`src/rtl/instruction_fetch_unit.sv`:
```
// Multicycle instruction fetch: owns the fetch PC, reads one word per instruction
// over a req/ack handshake, holds it in IR for decode, and accepts execute redirects.
module instruction_fetch_unit #(
  parameter logic [31:0] RESET_PC       = 32'h0000_0000,
  parameter int unsigned TIMEOUT_CYCLES = 255
) (
  input  logic        clk,
  input  logic        reset,
  input  logic        stall,
  input  logic        branch_taken,
  input  logic [31:0] branch_target,
  output logic        mem_req,
  output logic [31:0] mem_addr,
  input  logic        mem_ack,
  input  logic [31:0] mem_rdata,
  output logic [31:0] IR,
  output logic        ir_valid,
  output logic [31:0] PC,
  output logic [31:0] PC_plus4,
  output logic        fault
);

  typedef enum logic [1:0] {
    IDLE,
    REQ,
    HOLD,
    FAULT
  } state_t;

  localparam logic [15:0] TIMEOUT_LIM = 16'(TIMEOUT_CYCLES);

  state_t      state_q, state_d;
  logic [31:0] fetch_pc_q, fetch_pc_d;
  logic [31:0] ir_q, ir_d;
  logic [31:0] pc_q, pc_d;
  logic [15:0] cnt_q, cnt_d;
  logic [15:0] cnt_inc;

  assign cnt_inc = cnt_q + 16'd1;

  always_ff @(posedge clk or posedge reset) begin
    if (reset) begin
      state_q    <= IDLE;
      fetch_pc_q <= RESET_PC;
      ir_q       <= '0;
      pc_q       <= RESET_PC;
      cnt_q      <= '0;
    end else begin
      state_q    <= state_d;
      fetch_pc_q <= fetch_pc_d;
      ir_q       <= ir_d;
      pc_q       <= pc_d;
      cnt_q      <= cnt_d;
    end
  end

  always_comb begin
    state_d    = state_q;
    fetch_pc_d = fetch_pc_q;
    ir_d       = ir_q;
    pc_d       = pc_q;
    cnt_d      = cnt_q;
    case (state_q)
      IDLE: state_d = REQ;
      REQ: begin
        // An ack on the limit cycle takes priority over the timeout.
        if (mem_ack) begin
          ir_d       = mem_rdata;
          pc_d       = fetch_pc_q;
          fetch_pc_d = fetch_pc_q + 32'd4;
          cnt_d      = '0;
          state_d    = HOLD;
        end else begin
          cnt_d = cnt_inc;
          if (cnt_inc == TIMEOUT_LIM) state_d = FAULT;
        end
      end
      HOLD: begin
        if (!stall) begin
          if (branch_taken) begin
            if (branch_target[1:0] == 2'b00) begin
              fetch_pc_d = branch_target;
              state_d    = REQ;
            end else begin
              state_d = FAULT;
            end
          end else begin
            state_d = REQ;
          end
        end
      end
      FAULT: state_d = FAULT;
      default: state_d = IDLE;
    endcase
  end

  always_comb begin
    mem_req  = (state_q == REQ);
    ir_valid = (state_q == HOLD);
    fault    = (state_q == FAULT);
    mem_addr = fetch_pc_q;
    IR       = ir_q;
    PC       = pc_q;
    PC_plus4 = pc_q + 32'd4;
  end

endmodule

```
`config.mk`:
```
export PLATFORM = sky130hd
export DESIGN_NAME = instruction_fetch_unit
export DESIGN_NICKNAME = d
export VERILOG_FILES = /design/src/rtl/instruction_fetch_unit.sv
export SDC_FILE = /design/constraint.sdc
export NUM_CORES = 1
export LEC_CHECK = 0
export ABC_AREA = 1
export CORE_ASPECT_RATIO = 1.4
export CORE_MARGIN = 2
export CORE_UTILIZATION = 47
export CTS_CLUSTER_DIAMETER = 120
export DETAILED_ROUTE_END_ITERATION = 8
export GPL_ROUTABILITY_DRIVEN = 0
export GPL_TIMING_DRIVEN = 0
export PLACE_DENSITY = 0.78
export RECOVER_POWER = 100
export SLEW_MARGIN = 40
export SYNTH_ARGS = -nofsm -noshare
export SYNTH_HDL_FRONTEND = slang
export SYNTH_SLANG_ARGS = --single-unit
```
`constraint.sdc`:
```
create_clock -name clk -period 4.75 [get_ports clk]
set_input_delay 0.7125 -clock clk [delete_from_list [all_inputs] [get_ports clk]]
set_output_delay 0.7125 -clock clk [all_outputs]
set_load 0.03 [all_outputs]
```
Word-level counts from Yosys, hierarchy flattened
Index checks and enable logic that the tools add are counted.

cells by class
  muxes and demuxes = 12
  eq/ne operators = 9
  reductions and logical operators = 6
  add/subtract/negate cells = 3

operator list
  kind                     number
  $mux W32                 4
  $add A32 B3 Y32 const B  2
  $pmux W32 S2             1
  $add A16 B1 Y16 const B  1
  $eq A16 B8 Y1 const B    1
  $mux W16                 1
  $mux W2                  5
  $pmux W2 S4              1
  $reduce_and A5 Y1        1
  $eq A2 B2 Y1 const B     2
  $logic_not A2 Y1         2
  $ne A2 B1 Y1 const B     2
  $ne A2 B2 Y1 const B     2
  $reduce_and A2 Y1        2
  $ne A3 B1 Y1 const B     1
  $eq A2 B1 Y1 const B     1
  $reduce_bool A2 Y1       1

word-level totals
  output and inout bits = 131
  logic and storage cells = 35
  bits in registers = 114
  input bits = 69

Longest topological paths before layout
Gate-level depths: netlist of the first run.

  depth after elaboration = 5
  depth in mapped cells = 12
  mapped depth without buffers = 12

Least setup slack after synthesis of the first run
No wires, ideal clock.

  path type = flip-flop to output port
  from = register pc_q[2] (netlist: PC[2])
  to = output port PC_plus4[26]
  data arrival time = 2.022 ns
  cell stages (with the launch flop) = 10
  slack = 2.015 ns
  buffers on the path = 0
  cell sequence = dfrtp_1 ha_1 nand2_1 inv_2 nand2_4 nor2_8 nand3_4 nor3_4 nand3_2 xnor2_1

on the way
  longest elaborated chain between the ends = 1

RTL lines
  what                    line  source
  from (decl)             35    logic [31:0] pc_q, pc_d;
  from (signal assigned)  52    pc_q <= pc_d;
  $add A32 B3 Y32         104   PC_plus4 = pc_q + 32'd4;
  to (decl)               19    output logic [31:0] PC_plus4,

No other way between the ends.

Worst setup path after layout of the first run
  from = register pc_q[4] (netlist: PC[4])
  to = output port PC_plus4[31]

Same word-level chain as after synthesis.

==> results of run 1 <==
## cell usage in the layout (no fill, tap or decap), types with 3 or more instances in the layout
| cell type | instances |
|---|---|
| a21oi_1 | 10 |
| a31oi_1 | 3 |
| clkbuf_1 | 22 |
| clkbuf_16 | 17 |
| clkdlybuf4s50_1 | 66 |
| clkinv_2 | 4 |
| clkinv_4 | 3 |
| clkinvlp_4 | 3 |
| dfrtp_1 | 114 |
| dlygate4sd3_1 | 133 |
| ha_1 | 4 |
| inv_1 | 71 |
| inv_2 | 6 |
| inv_6 | 4 |
| mux2_2 | 33 |
| nand2_1 | 196 |
| nand2_2 | 4 |
| nand3_1 | 42 |
| nand3_2 | 3 |
| nand4_1 | 19 |
| nor2_1 | 85 |
| nor2_2 | 7 |
| nor2_4 | 4 |
| nor3_1 | 7 |
| nor3_2 | 4 |
| o211ai_1 | 7 |
| o21ai_0 | 74 |
| o21ai_1 | 8 |
| o22ai_1 | 13 |
| xnor2_1 | 13 |
| xor2_1 | 22 |
## metrics by stage
step	cells	TNS, ns	total power, W	utilization	area (µm²)
global placement	1174	-78.81	0.00553	0.647	8660
detailed placement	1175	0	0.00558	0.649	8690
finish	1208	0	0.00658	0.688	9210
CTS	1207	0	0.00683	0.692	9260
global route	1208	0	0.00694	0.688	9210
floorplan	793	0	0.00402	-	6440
## power by group through the flow
stage / registers, W / logic (W) / clock network (W)
after floorplan: 0.00258 / 0.00144 / 0
after global placement: 0.00192 / 0.00361 / 0
after detailed placement: 0.00193 / 0.00365 / 0
after CTS: 0.00193 / 0.00368 / 0.00122
after global routing: 0.00198 / 0.00369 / 0.00127
final: 0.00191 / 0.00344 / 0.00122
## cells by family (layout without fill, tap and decap cells)
logic type / count (synthesis) / in the layout
DFF: 114 / 114
xor gates and xnor gates: 35 / 35
and+or+nand+nor: 383 / 383
AOI/OAI and AO/OA: 119 / 119
muxes: 33 / 33
adders and majority gates: 4 / 4
other: 0 / 1
buffers and inverters: 105 / 337
## worst max-delay path, cell delays in order, from the launching register on
cell and delay [ns]:
dfrtp_1 0.45, nand3_1 0.25, inv_2 0.16, nand2_4 0.08, nor2_4 0.11, nand2_2 0.08
clkinv_2 0.07, nand3_2 0.09, nor2_1 0.20, xor2_1 0.16, dlygate4sd3_1 0.75
## layout make-up
type	instances	area, µm²	area share
sequential	114	2850	0.310
buffer	25	109	0.0118
tap	182	228	0.0247
clock inverter	14	129	0.0140
timing repair buffer	200	2020	0.219
clock buffer	18	439	0.0477
inverter	80	304	0.0330
multi-input combinational	574	3130	0.340
antenna	1	2.50	0.000272
## state kept, by name, indices dropped and copies added, names as in the netlist
| register | flops |
|---|---|
| IR | 32 |
| PC | 32 |
| cnt_q | 16 |
| mem_addr | 32 |
| state_q | 2 |
## worst paths after layout
kind / from / to / slack (ns) / cells after the start
setup / recovery: PC[4] / PC_plus4[31] / 1.22 / 10
hold / removal: IR[16] / IR[16] / 0.49 / 1
setup reg to reg: state_q[1] / mem_addr[5] / 1.90 / 8
hold reg to reg: IR[16] / IR[16] / 0.49 / 1
max in group asynchronous: reset / IR[30] / 2.26 / 2
min in group asynchronous: reset / IR[23] / 1.40 / 2
## layer usage
layer | vias to the layer above | GRT usage | wire (µm)
li1 | 3060 | - | -
met1 | 3006 | 0.345 | 7780
met2 | 294 | 0.466 | 10100
met3 | 56 | 0.0668 | 1470
met4 | 0 | 0.103 | 657
met5 | - | 0 | 0
==> metrics, run 1 <==
area fraction in compound gates after synthesis 0.101; count of nets left with antenna violations after detail routing 0; Clock transition at path regs 0.06 ns; final critical delay including setup and external delays 3.53 ns; Sw Pwr 0.00316 W; parity-gate share of the synthesized area counting xor and xnor cells 0.0476; portion of total power attributed to the clock network 0.186; post-detailed-route DRC marker count 0; Final Slew Violations 51; final worst setup slack 1.22 ns; TritonCTS clock tree yes; failing checks max-capacitance violations, max-slew violations; Post-Synth Adder-Cell Area 0.00777; GRT Residual Overflow 0; internal cell power 0.00342 W; instance count of the mapped netlist 793; Placeable Area 13400 µm²; Placement Rows 50; max-cap check violation count 1; Die Area 14700 µm²; kind of critical path reg2out; starting utilization of the core area 0.481; die span in x 103 µm; share of cell area taken by muxes after synthesis 0.0577; class of the tightest hold or removal check reg2reg; total leakage power 4.12 nW; library cell used as clock root buffer clkbuf_16; kind of end point of the critical path output pin; Primary FF master, synth dfrtp_1; number of global-route vias before repair 6033; Power Dens Cells 714 nW/µm²; main combinational cell family by area after synthesis simple AND/OR/NAND/NOR gates; CTS H-tree lvls 4; peak ir drop on the vdd network 0.386 mV; number of enable flip-flop cells after synthesis 0; layout cell share with drive strength beyond 1 0.107; Area contributors post-synth dfrtp_1 44%, nand2_1 11%, mux2_2 5.8%; number of buffers created by CTS 17; cells resized by post-CTS repair 0; global-route wire length before repair 31.3 mm; slew at the pin closest to its max-slew limit 2.39 ns; post-detailed-routing wire length 20.0 mm; Max FO, Critical Path 5; most common cell in the netlist nand2_1; Seq/Total Area, Yosys 0.443; data arrival at the endpoint of the critical path 2.82 ns; DR vias 6416; final cycle utilization of the critical path 0.744; number of hold violations in the final report 0; Fmax achieved 0.283 GHz; fill cell count 1092; Detailed Route Iter0 Violations 455; distinct cell type count after synthesis 41; Synth async-reset ratio 1.00; drt first pass iters 8; via count normalized by instance count 5.31; largest net degree at the start of global routing 65; nature of the critical path startpoint flop; Sinks on Clock Net 114; Sw Share 0.481; clock latency on the worst-skew pair 0.42 ns; ranking of synthesized cells by instance count 194 x nand2_1, 114 x dfrtp_1, 84 x nor2_1; CTS Hold Bufs 0; total of warnings raised by yosys 0; post-synthesis net count 866; synthesized area per cell 8.12 µm²; final-layout worst hold slack 0.495 ns; post-synthesis share of cell area spent on and, or, nand and nor gates 0.274; Synth Register Bits 114; unrepaired setup endpoints after global routing false; half-perimeter wire length of the detailed placement result 15.1 mm; Max Buffers Root-to-Sink 2; post-placement worst setup slack 1.71 ns; share of Yosys cell area claimed by the top area cell type 0.443; Setup-failing EPs final 0; endpoint required time on the critical path 4.04 ns; Post-CTS Setup Bufs 0; Synth area leader dfrtp_1; worst slew margin relative to its limit -0.601; net count of the finished layout 1085; initial antenna violation count 1; Area Growth Syn to Fin 43.1%; synthesized area 6440 µm²; # IOs 200; vertical die dimension 142 µm; GRT Resource Usage Total 0.278; routed wire length per instance 16.5 µm; Sequential Power Share 0.291; clock skew after layout 0.00955 ns; fraction of power consumed by combinational cells 0.523; outcome complete, but fails checks; count of buffers from port buffering 199
No activity file was read; power rests on OpenSTA's default activity.
==> run 2, diff against run 1 <==
Clock period 4.75 ns to 3.25 ns, I/O delays scaled along.
==> run 2 against run 1 <==
Effect of this change:
- the run now ends clean
- clock-buffer cell count is 2 higher
- worst hold slack better by 0.0045 ns
- largest cell class unchanged
- sequential power is 47% higher
- critical endpoint is now PC_plus4[22]
- highest routed layer unchanged
==> metrics, run 2 (synthesis gave the netlist of run 1 again) <==
Max Buffers Root-to-Sink 2 (unchanged); post-detailed-route DRC marker count 0 (unchanged); total leakage power 4.13 nW (was 4.12 nW); Placeable Area 13400 µm² (unchanged); die span in x 103 µm (unchanged); global-route wire length before repair 32.1 mm (was 31.3 mm); count of buffers from port buffering 199 (unchanged); post-detailed-routing wire length 20.2 mm (was 20.0 mm); class of the tightest hold or removal check reg2reg (unchanged); Power Dens Cells 1060 nW/µm² (was 714 nW/µm²); net count of the finished layout 1089 (was 1085); vertical die dimension 142 µm (unchanged); number of hold violations in the final report 0 (unchanged); endpoint required time on the critical path 2.76 ns (was 4.04 ns); Fmax achieved 0.321 GHz; drt first pass iters 7 (was 8); starting utilization of the core area 0.481 (unchanged); post-placement worst setup slack 0.397 ns (was 1.71 ns); antenna cells 0 (was 1); routed wire length per instance 16.7 µm (was 16.5 µm); standard cell with the maximum stage delay on the critical path clkdlybuf4s50_1 (was dlygate4sd3_1); unrepaired setup endpoints after global routing false (unchanged); Max FO, Critical Path 5 (unchanged); final cycle utilization of the critical path 0.958; Final Slew Violations 0 (was 51); outcome finished clean (was complete, but fails checks); layout cell share with drive strength beyond 1 0.102 (was 0.107); initial antenna violation count 0 (was 1); critical path's largest stage delay 0.68 ns (was 0.75 ns); most used cells in the layout excluding fill and tap cells 197 x nand2_1, 122 x dlygate4sd3_1, 114 x dfrtp_1, 85 x nor2_1, 73 x inv_1 (was 196 x nand2_1, 133 x dlygate4sd3_1, 114 x dfrtp_1, 85 x nor2_1, 74 x o21ai_0); Clock transition at path regs 0.06 ns (about the same); half-perimeter wire length of the detailed placement result 15.6 mm (was 15.1 mm); CTS H-tree lvls 4 (unchanged); clock latency on the worst-skew pair 0.42 ns (about the same); Sinks on Clock Net 114 (unchanged); Setup-failing EPs final 0 (unchanged); GRT Residual Overflow 0 (unchanged); Setup Total Neg Slack 0 ns (unchanged); kind of end point of the critical path output pin (unchanged); critical path, cell by cell ha_1, nand2_1, inv_2, nand2_4, nor2_8, nand3_4, nor2_2, xor2_1, clkdlybuf4s50_1 (was nand3_1, inv_2, nand2_4, nor2_4, nand2_2, clkinv_2, nand3_2, nor2_1, xor2_1, dlygate4sd3_1); data arrival at the endpoint of the critical path 2.63 ns (was 2.82 ns); TritonCTS clock tree yes (unchanged); most frequent standard cell in the layout excluding fill and tap cells nand2_1 (unchanged); GRT Resource Usage Total 0.286 (was 0.278); Area Growth Syn to Fin 43.2% (was 43.1%); count of placed standard cells in the final layout, fillers left out 1211 (was 1208); slew at the pin closest to its max-slew limit 1.43 ns (was 2.39 ns); Die Area 14700 µm² (unchanged); via count normalized by instance count 5.36 (was 5.31); worst slew margin relative to its limit 0.0484 (was -0.601); Detailed Route Iter0 Violations 442 (was 455); final critical delay including setup and external delays 3.11 ns; Post-CTS Setup Bufs 0 (unchanged); Placement Rows 50 (unchanged); largest net degree at the start of global routing 26 (was 65); nature of the critical path startpoint flop (unchanged); fill cell count 1117 (was 1092); count of nets left with antenna violations after detail routing 0 (unchanged); kind of critical path reg2out (unchanged); library cell used as clock root buffer clkbuf_16 (unchanged); peak ir drop on the vdd network 0.501 mV (was 0.386 mV); DR vias 6486 (was 6416); max-cap check violation count 0 (was 1); number of buffers created by CTS 17 (unchanged); clock skew after layout 0.00727 ns (was 0.00955 ns); final worst setup slack 0.137 ns (was 1.22 ns); number of global-route vias before repair 6280 (was 6033); # IOs 200 (unchanged); count of placed standard cells including taps 1179 (was 1175)
run 2: worst paths after layout:
check                      startpoint           end  slack, ns  cells past startpoint
min in group asynchronous       reset      cnt_q[0]       0.62                      2
max reg2reg                state_q[1]   mem_addr[8]       0.48                      8
max                             PC[2]  PC_plus4[22]       0.14                      9
min reg2reg                     IR[6]         IR[6]       0.50                      1
max in group asynchronous       reset  mem_addr[30]       0.44                      4
min                             IR[6]         IR[6]       0.50                      1
run 2: cell type report:
cell class              count  area [µm²]  share of cell area
repair buffers            204        1990               0.216
clock buffers              20         457              0.0495
flip-flops and latches    114        2850               0.309
inverters                  80         304              0.0330
plain buffers              25         109              0.0118
well taps                 182         228              0.0247
multi-input cells         574        3130               0.339
clock inverters            12         155              0.0168
run 2: metal layers:
metal / wire (µm) / global-route usage / vias up
li1: - / - / 3057
met4: 792 / 0.116 / 0
met3: 1370 / 0.0648 / 74
met2: 10400 / 0.490 / 293
met5: 0 / 0 / -
met1: 7660 / 0.343 / 3062
run 2: critical path, delay by kind of cell (launching register included):
family / cells / cell delay, ns
and+or+nand+nor: 5 / 0.59
xor gates and xnor gates: 1 / 0.16
adders and majority gates: 1 / 0.20
buffers and inverters: 2 / 0.82
DFF: 1 / 0.44
run 2: power by group:
| part | switching (W) | internal, W |
|---|---|---|
| clock network | 0.000691 | 0.00125 |
| logic | 0.00321 | 0.00183 |
| registers | 0.000733 | 0.00206 |
| total | 0.00464 | 0.00514 |
run 2: what timing repair did:
item / CTS / global route
endpoints found under the setup margin: 1 / 5
hold buffers: 0 / 0
cloned: 0 / 0
gates resized for setup: 1 / 5
run 2: metrics by stage:
step                utilization  hold slack [ns]  power (W)  instance area (µm²)
detailed placement        0.656            0.493    0.00820                 8780
global placement          0.647            0.487    0.00808                 8660
CTS                       0.702            0.464     0.0102                 9400
global route              0.689            0.510     0.0103                 9220
floorplan                     -            0.519    0.00587                 6440
finish                    0.689            0.499    0.00978                 9220
==> run 3, diff against run 2 <==
Settings changed: CELL_PAD_IN_SITES_DETAIL_PLACEMENT set to 2, CELL_PAD_IN_SITES_GLOBAL_PLACEMENT set to 2, CORE_UTILIZATION 47 to 27, CTS_BUF_LIST set to sky130_fd_sc_hd__clkbuf_4 sky130_fd_sc_hd__clkbuf_8, PLACE_DENSITY 0.78 to 0.79.
==> run 3 against run 2 <==
Effect of this change:
- cell count up 10%
- critical endpoint is now PC_plus4[19]
- first-iteration DRC count down 53%
- critical path type unchanged
- flip-flop and latch count unchanged
- largest power group unchanged
- largest cell class unchanged
==> metrics, run 3 (synthesis gave the netlist of run 1 again) <==
fill cell count 2641 (was 1117); critical path, cell by cell nand3_1, inv_2, nand2_4, nor2_4, nand2_2, clkinv_2, nand2_1, xnor2_1, clkdlybuf4s50_1 (was ha_1, nand2_1, inv_2, nand2_4, nor2_8, nand3_4, nor2_2, xor2_1, clkdlybuf4s50_1); Die Area 25100 µm² (was 14700 µm²); class of the tightest hold or removal check in2async (was reg2reg); routed wire length per instance 20.6 µm (was 16.7 µm); post-placement worst setup slack 0.317 ns (was 0.397 ns); initial antenna violation count 1 (was 0); RR Endpoint mem_addr[17] (was mem_addr[8]); clock latency on the worst-skew pair 0.44 ns (was 0.42 ns); largest net degree at the start of global routing 24 (was 26); die span in x 135 µm (was 103 µm); Power Dens Cells 1020 nW/µm² (was 1060 nW/µm²); half-perimeter wire length of the detailed placement result 22.2 mm (was 15.6 mm); Post-CTS Setup Bufs 0 (unchanged); most used cells in the layout excluding fill and tap cells 196 x nand2_1, 115 x dlygate4sd3_1, 113 x dfrtp_1, 87 x nor2_1, 74 x clkdlybuf4s50_1 (was 197 x nand2_1, 122 x dlygate4sd3_1, 114 x dfrtp_1, 85 x nor2_1, 73 x inv_1); layout cell share with drive strength beyond 1 0.104 (was 0.102); slew at the pin closest to its max-slew limit 1.09 ns (was 1.43 ns); number of hold violations in the final report 0 (unchanged); global-route wire length before repair 42.9 mm (was 32.1 mm); combined area of the multi-input logic cells 3120 µm² (was 3130 µm²); TritonCTS clock tree yes (unchanged); most frequent standard cell in the layout excluding fill and tap cells nand2_1 (unchanged); FF+latch area 2850 µm² (about the same); Max FO, Critical Path 5 (unchanged); standard cell with the maximum stage delay on the critical path clkdlybuf4s50_1 (unchanged); end point of the critical path PC_plus4[19] (was PC_plus4[22]); Clock transition at path regs 0.08 ns (was 0.06 ns); count of nets left with antenna violations after detail routing 0 (unchanged); Sinks on Clock Net 114 (unchanged); DR vias 6536 (was 6486); Max Buffers Root-to-Sink 2 (unchanged); CP Depth 9 (unchanged); Placeable Area 23400 µm² (was 13400 µm²); timing startpoint of the critical path PC[2] (unchanged); GRT Residual Overflow 0 (unchanged); number of global-route vias before repair 7151 (was 6280); Placement Rows 66 (was 50); final worst setup slack 0.165 ns (was 0.137 ns); kind of end point of the critical path output pin (unchanged); Crit path max-delay family buffers and inverters (unchanged); CTS H-tree lvls 4 (unchanged); Final Slew Violations 0 (unchanged); starting utilization of the core area 0.276 (was 0.481); drt first pass iters 4 (was 7); kind of critical path reg2out (unchanged); final cycle utilization of the critical path 0.949 (was 0.958); post-detailed-route DRC marker count 0 (unchanged); Fmax achieved 0.324 GHz (was 0.321 GHz); count of buffers from port buffering 199 (unchanged); via count normalized by instance count 4.90 (was 5.36); number of buffers created by CTS 17 (unchanged); CTS Hold Bufs 0 (unchanged); nature of the critical path startpoint flop (unchanged); final core utilization 0.394 (was 0.689); Setup-failing EPs final 0 (unchanged); unrepaired setup endpoints after global routing false (unchanged); max-cap check violation count 0 (unchanged); critical path's largest stage delay 0.70 ns (was 0.68 ns); count of placed standard cells including taps 1304 (was 1179); worst reg-to-reg path cell count 8 (unchanged); startpoint of the worst-slack reg-to-reg timing path state_q[1] (unchanged); outcome finished clean (unchanged); area of placed instances 8950 µm² (was 8780 µm²); library cell used as clock root buffer clkbuf_8 (was clkbuf_16); GRT Resource Usage Total 0.225 (was 0.286); count of placed standard cells in the final layout, fillers left out 1335 (was 1211); count of buffer and inverter cells on the critical path 3 (was 2); final critical delay including setup and external delays 3.08 ns (was 3.11 ns); net count of the finished layout 1090 (was 1089); worst slew margin relative to its limit 0.273 (was 0.0484); post-route standard cell area excluding fillers 9200 µm² (was 9220 µm²); Detailed Route Iter0 Violations 208 (was 442); endpoint required time on the critical path 2.76 ns (about the same); Register-to-Register Setup Slack 0.49 ns (was 0.48 ns); # IOs 200 (unchanged); vertical die dimension 187 µm (was 142 µm); Area Growth Syn to Fin 42.9% (was 43.2%); peak ir drop on the vdd network 0.307 mV (was 0.501 mV); clock skew after layout 0.0127 ns (was 0.00727 ns); total leakage power 4.06 nW (was 4.13 nW); data arrival at the endpoint of the critical path 2.60 ns (was 2.63 ns); post-detailed-routing wire length 27.5 mm (was 20.2 mm)
run 3: changes by cell type in the layout (fill, tap and decap cells not counted), sizes merged:
cell           change
dlygate4sd3        -7
diode              +1
buf                +4
dlygate4sd2        +8
inv                -2
bufinv             -2
clkinv             -1
clkbuf             -5
clkinvlp           +1
clkdlybuf4s50      +3
run 3: stage by stage:
step | TNS [ns] | power [W] | hold slack, ns
floorplan | 0 | 0.00587 | 0.519
global placement | -0.496 | 0.00834 | 0.487
detailed placement | 0 | 0.00854 | 0.495
CTS | 0 | 0.00985 | 0.331
global route | 0 | 0.00997 | 0.518
finish | 0 | 0.00941 | 0.502
run 3: repair_timing:
item	CTS	global route
endpoints found under the setup margin	9	3
pin swaps	0	0
resized for setup	9	2
cloned	0	0
run 3: worst min-delay path by stage:
| stage | start | end | depth (start not counted) |
|---|---|---|---|
| 6_report | reset | cnt_q[8] | 2 |
| 5_1_grt | reset | cnt_q[5] | 2 |
| 4_1_cts | reset | cnt_q[8] | 2 |
| 3_5_place_dp | IR[21] | IR[21] | 1 |
| 3_3_place_gp | IR[15] | IR[15] | 1 |
| 2_1_floorplan | cnt_q[1] | cnt_q[1] | 2 |
run 3: worst register-to-register path, delay by kind of cell, from the launching register on:
| kind | cells | cell delay [ns] |
|---|---|---|
| and+or+nand+nor | 4 | 0.91 |
| buffers and inverters | 2 | 0.81 |
| AOI/OAI and AO/OA | 2 | 0.51 |
| DFF | 1 | 0.45 |
run 3: routing by layer:
layer / track usage / wire [µm] / vias to the layer above / share of wire
met5: 0 / 0 / - / 0
met4: 0.0733 / 662 / 0 / 0.024
met3: 0.0285 / 729 / 32 / 0.027
met2: 0.428 / 15300 / 129 / 0.56
met1: 0.256 / 10700 / 3327 / 0.39
li1: - / - / 3048 / -
run 3: report_power, final:
part	internal (W)	total, W	switching [W]
registers	0.00206	0.00289	0.000832
logic	0.00184	0.00521	0.00337
clock network	0.000685	0.00131	0.000621
run 3: area by class of cell:
class                           count  area share
Clock buffer                       22      0.0322
Buffer                             25      0.0121
Multi-Input combinational cell    574       0.339
Antenna cell                        1    0.000272
Timing Repair Buffer              205       0.222
Sequential cell                   114       0.310
Tap cell                          306      0.0416
Inverter                           80      0.0331
Clock inverter                      8     0.00871
